==> config.mk <==
export PLATFORM = sky130hd
export DESIGN_NAME = axi_rd_arbiter
export DESIGN_NICKNAME = d
export VERILOG_FILES = /design/src/rtl/axi_rd_arbiter.sv
export SDC_FILE = /design/constraint.sdc
export NUM_CORES = 1
export LEC_CHECK = 0
export ABC_AREA = 1
export BUFFER_PORTS_ARGS = -buffer_cell sky130_fd_sc_hd__buf_2
export CAP_MARGIN = 0
export CORE_MARGIN = 1.5
export CORE_UTILIZATION = 47
export DETAILED_ROUTE_END_ITERATION = 12
export PLACE_DENSITY_LB_ADDON = 0.12
export SKIP_LAST_GASP = 1
export SYNTH_ARGS = -nofsm -noshare
export SYNTH_HDL_FRONTEND = slang
export SYNTH_SLANG_ARGS = --single-unit
==> constraint.sdc <==
create_clock -name clk -period 5 [get_ports clk]
set_input_delay 1 -clock clk [delete_from_list [all_inputs] [get_ports clk]]
set_output_delay 1 -clock clk [all_outputs]
set_load 0.05 [all_outputs]
==> src/rtl/axi_rd_arbiter.sv <==
// Shares one single-beat AXI4 read channel between instruction fetch and data loads.
// Loads win arbitration until STARVE_MAX consecutive load grants have passed a waiting fetch.
module axi_rd_arbiter #(
  parameter int unsigned ADDR_W     = 32,
  parameter int unsigned DATA_W     = 32,
  parameter int unsigned ID_W       = 4,
  parameter int unsigned ID_INST    = 0,
  parameter int unsigned ID_DATA    = 1,
  parameter int unsigned STARVE_MAX = 2
) (
  input  logic              clk,
  input  logic              rst,
  input  logic              inst_req,
  input  logic [ADDR_W-1:0] inst_addr,
  input  logic              inst_flush,
  output logic              inst_ack,
  output logic              inst_rvalid,
  output logic [DATA_W-1:0] inst_rdata,
  input  logic              data_req,
  input  logic [ADDR_W-1:0] data_addr,
  input  logic [2:0]        data_size,
  output logic              data_ack,
  output logic              data_rvalid,
  output logic [DATA_W-1:0] data_rdata,
  output logic              rerr,
  output logic              busy,
  output logic [ID_W-1:0]   arid,
  output logic [ADDR_W-1:0] araddr,
  output logic [2:0]        arsize,
  output logic [7:0]        arlen,
  output logic [1:0]        arburst,
  output logic              arvalid,
  input  logic              arready,
  input  logic [ID_W-1:0]   rid,
  input  logic [DATA_W-1:0] rdata,
  input  logic [1:0]        rresp,
  input  logic              rlast,
  input  logic              rvalid,
  output logic              rready
);

  localparam int unsigned CNT_W = (STARVE_MAX < 1) ? 1 : $clog2(STARVE_MAX + 1);

  typedef enum logic [1:0] {IDLE, AR, R} state_t;
  typedef enum logic {OWN_INST, OWN_DATA} owner_t;

  state_t           state;
  owner_t           owner;
  logic             drop;
  logic [CNT_W-1:0] starve_cnt;
  logic             grant_data;
  logic             grant_inst;
  logic             kill;
  logic             unused_rid;

  assign grant_data = data_req && ((starve_cnt < CNT_W'(STARVE_MAX)) || !inst_req);
  assign grant_inst = !grant_data && inst_req && !inst_flush;
  // A flush arriving with the final beat also kills that beat.
  assign kill       = drop || inst_flush;

  assign inst_ack   = (state == AR) && arready && (owner == OWN_INST);
  assign data_ack   = (state == AR) && arready && (owner == OWN_DATA);
  assign busy       = (state != IDLE);
  assign arlen      = 8'd0;
  assign arburst    = 2'b01;
  assign unused_rid = ^rid;

  always_ff @(posedge clk or posedge rst) begin
    if (rst) begin
      state       <= IDLE;
      owner       <= OWN_INST;
      drop        <= 1'b0;
      starve_cnt  <= '0;
      arvalid     <= 1'b0;
      rready      <= 1'b0;
      arid        <= '0;
      araddr      <= '0;
      arsize      <= 3'd0;
      inst_rvalid <= 1'b0;
      data_rvalid <= 1'b0;
      rerr        <= 1'b0;
      inst_rdata  <= '0;
      data_rdata  <= '0;
    end else begin
      inst_rvalid <= 1'b0;
      data_rvalid <= 1'b0;
      rerr        <= 1'b0;
      case (state)
        IDLE: begin
          if (grant_data) begin
            owner   <= OWN_DATA;
            arid    <= ID_W'(ID_DATA);
            araddr  <= data_addr;
            arsize  <= data_size;
            arvalid <= 1'b1;
            state   <= AR;
            if (!inst_req)
              starve_cnt <= '0;
            else if (starve_cnt < CNT_W'(STARVE_MAX))
              starve_cnt <= starve_cnt + CNT_W'(1);
          end else if (grant_inst) begin
            owner      <= OWN_INST;
            arid       <= ID_W'(ID_INST);
            araddr     <= inst_addr;
            arsize     <= 3'b010;
            arvalid    <= 1'b1;
            state      <= AR;
            starve_cnt <= '0;
          end else if (!inst_req) begin
            starve_cnt <= '0;
          end
        end
        AR: begin
          if (inst_flush && (owner == OWN_INST))
            drop <= 1'b1;
          if (arready) begin
            arvalid <= 1'b0;
            rready  <= 1'b1;
            state   <= R;
          end
        end
        R: begin
          if (inst_flush && (owner == OWN_INST))
            drop <= 1'b1;
          if (rvalid && rlast) begin
            rready <= 1'b0;
            drop   <= 1'b0;
            state  <= IDLE;
            if (owner == OWN_DATA) begin
              data_rvalid <= 1'b1;
              data_rdata  <= rdata;
              rerr        <= (rresp != 2'b00);
            end else if (!kill) begin
              inst_rvalid <= 1'b1;
              inst_rdata  <= rdata;
              rerr        <= (rresp != 2'b00);
            end
          end
        end
        default: state <= IDLE;
      endcase
    end
  end

endmodule

After elaboration in Yosys (flattened, before gate mapping)
Cells that the tools add are included.

Register bits: 114. Logic and storage cells: 90. Memory bits (read-only): 0. Memories kept: 0. Output and inout port bits: 121. Bits in writable memories: 0. Latch bits: 0.

$lt $le $gt $ge: 1. $add $sub $neg: 1. Div/mod/pow operators: 0. Shift-type cells: 0. Equality and inequality tests: 7. Reduce and logical (&&, ||, !) cells: 26. Mux-type cells: 39. $mul: 0. Bitwise gates (word level): 2.

Operators by type and width (number): $mux 32 (2); $mux 1 (20); $mux 2 (9); $reduce_and 3->1 (5); $reduce_bool 2->1 (5); $logic_and 1x1->1 (8); $mux 4 (2); $mux 3 (2); $pmux 1 s2 (3); $pmux 2 s3 (1); $ne 2x2->1 const B (2); $reduce_and 4->1 (1); $logic_not 1->1 (3); $ne 3x1->1 const B (1); $ne 3x2->1 const B (1); $ne 3x3->1 const B (1); $add 2x1->2 const B (1); $eq 2x1->1 const B (1); $eq 2x2->1 const B (1); $logic_not 2->1 (1); $logic_or 1x1->1 (2); $lt 2x2->1 const B (1); $not 1->1 (2); $reduce_and 2->1 (1).

Longest topological paths before layout
Depth in word-level cells: 9. Depth in mapped cells: 9. Depth with buffers taken out: 7.

Worst setup path before layout
No wires, ideal clock.

Path type: input -> output. Start point: input port arready. End point: output port data_ack. Path buffers: 0. Stages: 2. Arrival time: 1.729 ns. Setup slack: 2.271 ns. Cells stage by stage: nand2_1 > nor2_1.

Longest elaborated chain between the ends: 2.

Ends and longest elaborated chain: start, declared (line 33) `input logic arready,`; $logic_and 1x1->1 (2 in a row) (line 62) `assign data_ack = (state == AR) && arready && (owner == OWN_DATA);`; end, declared (line 22) `output logic data_ack,`.

Every way passes these cells.

Final worst setup path
Start point: register state[1]. End point: output port busy.

Longest elaborated chain between the ends: 1.

Ends and longest elaborated chain: start, declared (line 47) `state_t state;`; start signal, assigned (line 70) `state <= IDLE;`; start signal, assigned (line 96) `state <= AR;`; start signal, assigned (line 107) `state <= AR;`; $reduce_bool 2->1 (line 63) `assign busy = (state != IDLE);`; end, declared (line 26) `output logic busy,`.

Every way passes these cells.

==> flow_summary_export.csv <==
group,metric,value,unit
power,power.share.sequential,33.5,%
grt,grt_start_max_net_pins,74,
die,dieArea,11300,µm²
die,design.portCount,234,
routing,routedWlPerCell,12.6,µm
sta,setup_violations,0,
logic_synthesis,syn-cell-area,5000,µm²
sta,timing_max_transition_violations_final,0,
sta,max_freq,387,MHz
sta,min_period,2580,ps
routing,drt_wl_total,11500,µm
logic_synthesis,synth_area_leaders,"sky130_fd_sc_hd__dfrtp_1 55%, sky130_fd_sc_hd__nand2_1 21%, sky130_fd_sc_hd__o21ai_2 5.8%",
grt,vias_in_the_first_global_route,4040,
power,p_leak,0.00372,µW
routing,via_count,4246,
routing,detail_route.drc_violations,0,
setup_path,startpoint_type,"register",
setup_path,slowest_stage,"sky130_fd_sc_hd__dfrtp_1",
cts,cts_tree,"built",
cts,htree_num_levels,3,
setup_path,path_buf_inv,3,
setup_path,worstPathMaxFanout,8,
logic_synthesis,synth_top_area_share,55.0,%
setup_path,cp.required,4000,ps
logic_synthesis,post_synth_num_cell_types,23,
die,dieWidth,106,µm
sta,timing.clock.skew,10.1,ps
final_layout,area_growth_syn_to_layout,22.8,%
routing,detail_route.first_pass.iterations,4,
run_status,run_status,"finished, final reports clean",
power,p_comb_share,54.9,%
routing,dr.first_iter.drc_count,183,
grt,grt_pass1_wl,18700,µm
grt,antenna_found_initial,0,
die,die_height,106,µm
setup_path,critPathMostFrequentCell,"sky130_fd_sc_hd__inv_1",
routing,viasPerCell,4.63,
setup_path,timing.critical_path.cells,"inv_1, ha_1, inv_1, buf_2",
run,max_cap_viol_count,0,
setup_path,critPathArrivalTime,1580,ps
final_layout,final_layout_size_suffix_gt1_share,35.3,%
power,vdd_drop_max,0.351,mV
cts,clk_latency,360,ps
setup_path,worst-r2r-setup-slack,2940,ps
logic_synthesis,syn-instance-count,576,
power,internal_power,1920,µW
die,initial_core_util,48.4,%
logic_synthesis,ys_warn_count,0,
power,p_sw,2310,µW
final_layout,design_area,6140,µm²
place,post-dp-hpwl,8370,µm
cts,cts.root.buffer_cell,"sky130_fd_sc_hd__clkbuf_8",
power,cellPowerDensity,689,nW/µm²
final_layout,final_nets,892,
setup_path,crit_path_max_incr_delay,410,ps
cts,postCtsHoldBufs,0,
routing,antenna_left,0,
sta,finalSetupTns,0,ps
worst_hold_path,holdCritPathClass,"register to register",
logic_synthesis,synth_largest_area_cell,"sky130_fd_sc_hd__dfrtp_1",
logic_synthesis,synth.avg_cell_area,8.68,µm²
cts,clock_transition_at_the_registers_of_the_reported_paths,110,ps
power,power.share.clock,11.6,%
sta,final-hold-violation-count,0,
grt,grt_usage,20.8,%
place,io_buffers,216,
setup_path,worst-setup-path-type,"register to primary output",
sta,fin_crit_sh,51.7,%
die,placementRows,37,
setup_path,setup.worst_path.end_class,"primary output",
logic_synthesis,ys_seq_area_share,55.0,%
sta,timing.max_slew.rel_slack,41.3,%
cts,postCtsSetupRepairBufs,0,
sta,rsz0062_at_grt,"no",
sta,timing_worst_slew_pin_value,880,ps
final_layout,diodes,0,
logic_synthesis,ys_ff_latch,110,
cts,clock_tree.buffer_depth,2,
cts,clock-sinks,110,
place,placed_area,5970,µm²
place,place_congestion,0.790,
grt,globalRoute.totalOverflow,0,
setup_path,critical_path.top_delay_family,"buffers and inverters",
die,core_area,10300,µm²
power,power_switching_share,54.6,%
cts,cts_inserted_buffers,9,
cts,cts.repair.resized,0,
## flip-flops by register name, indices dropped and copies added (netlist names)
signal,flops
inst_rdata,32
inst_rvalid,1
araddr,32
data_rdata,32
arsize,3
data_rvalid,1
starve_cnt,2
state,2
arid,1
rready,1
rerr,1
drop,1
arvalid,1
## power groups by stage
| stage | combinational (µW) | clock, µW | sequential [µW] |
|---|---|---|---|
| after floorplan | 699 | 0 | 2570 |
| after global placement | 2320 | 0 | 1420 |
| after detailed placement | 2350 | 0 | 1430 |
| after CTS | 2350 | 508 | 1420 |
| after global routing | 2480 | 543 | 1460 |
| final | 2320 | 490 | 1420 |
## cells in the final DEF (no fill, tap or decap), drive strengths merged, types with 7 or more instances in the layout
master  synthesis  routed
nand2         282     282
buf            39     219
dfrtp         110     110
o21ai          70      70
inv            46      47
conb            2      13
clkbuf          2      11
nor2            8       8
nand3           7       7
## routing by layer
layer	global-route usage [%]	up-vias	part of all wire (%)	wire length, µm
met1	26.2	1932	43	4940
met5	0	-	0	0
met2	34.7	165	48	5510
met3	5.76	14	7.9	910
met4	6.66	0	1.5	178
li1	-	2135	-	-
## path summary, 6_finish.rpt
path | cells past startpoint | endpoint | start
min in group asynchronous | 2 | inst_rdata[22] | rst
min | 2 | arsize[0] | arsize[0]
max in group asynchronous | 3 | araddr[16] | rst
max reg2reg | 8 | inst_rdata[12] | state[0]
min reg2reg | 2 | arsize[0] | arsize[0]
max | 4 | busy | state[1]
## kinds of logic after synthesis
| logic type | share of synthesized area, % |
|---|---|
| simple gates | 23.3 |
| flops | 55.0 |
| buf+inv | 10.7 |
| compound gates | 10.1 |
| fa+ha+maj | 0.751 |
| other cells | 0.150 |
## worst reg2reg max path, cell delays in order (launching register included)
cell                      delay (ps)
sky130_fd_sc_hd__dfrtp_1         390
sky130_fd_sc_hd__inv_1            70
sky130_fd_sc_hd__ha_1            220
sky130_fd_sc_hd__inv_2            80
sky130_fd_sc_hd__nor2_4           60
sky130_fd_sc_hd__nand2_2         430
sky130_fd_sc_hd__buf_4           510
sky130_fd_sc_hd__nand2_1         140
sky130_fd_sc_hd__o21ai_2          80
## metrics by stage
step           hold WS, ps  util (%)  power, µW  setup slack (ps)  std cells
3_3_place_gp           454      57.8       3740              2440        901
3_5_place_dp           458      57.8       3780              2420        901
6_report               478      59.5       4230              2420        917
2_1_floorplan          467         -       3270              1100        587
4_1_cts                484      59.5       4270              2360        917
5_1_grt                501      59.5       4490              2250        917
## synth_stat cells, drive strengths merged
master,instances
nand2,282
dfrtp,110
o21ai,70
inv,46
buf,39
nor2,8
nand3,7
a21oi,3
ha,3
clkbuf,2
conb,2
a31oi,1
nand4,1
nor3,1
o211a,1
## cell type report
cell class,instances,area (µm²)
well taps,136,170
clock buffers,11,131
repair buffers,219,1100
multi-input cells,390,1760
flip-flops and latches,110,2750
clock inverters,5,45.0
fillers,952,4180
inverters,46,178
Power figures use the tool's default switching activity.
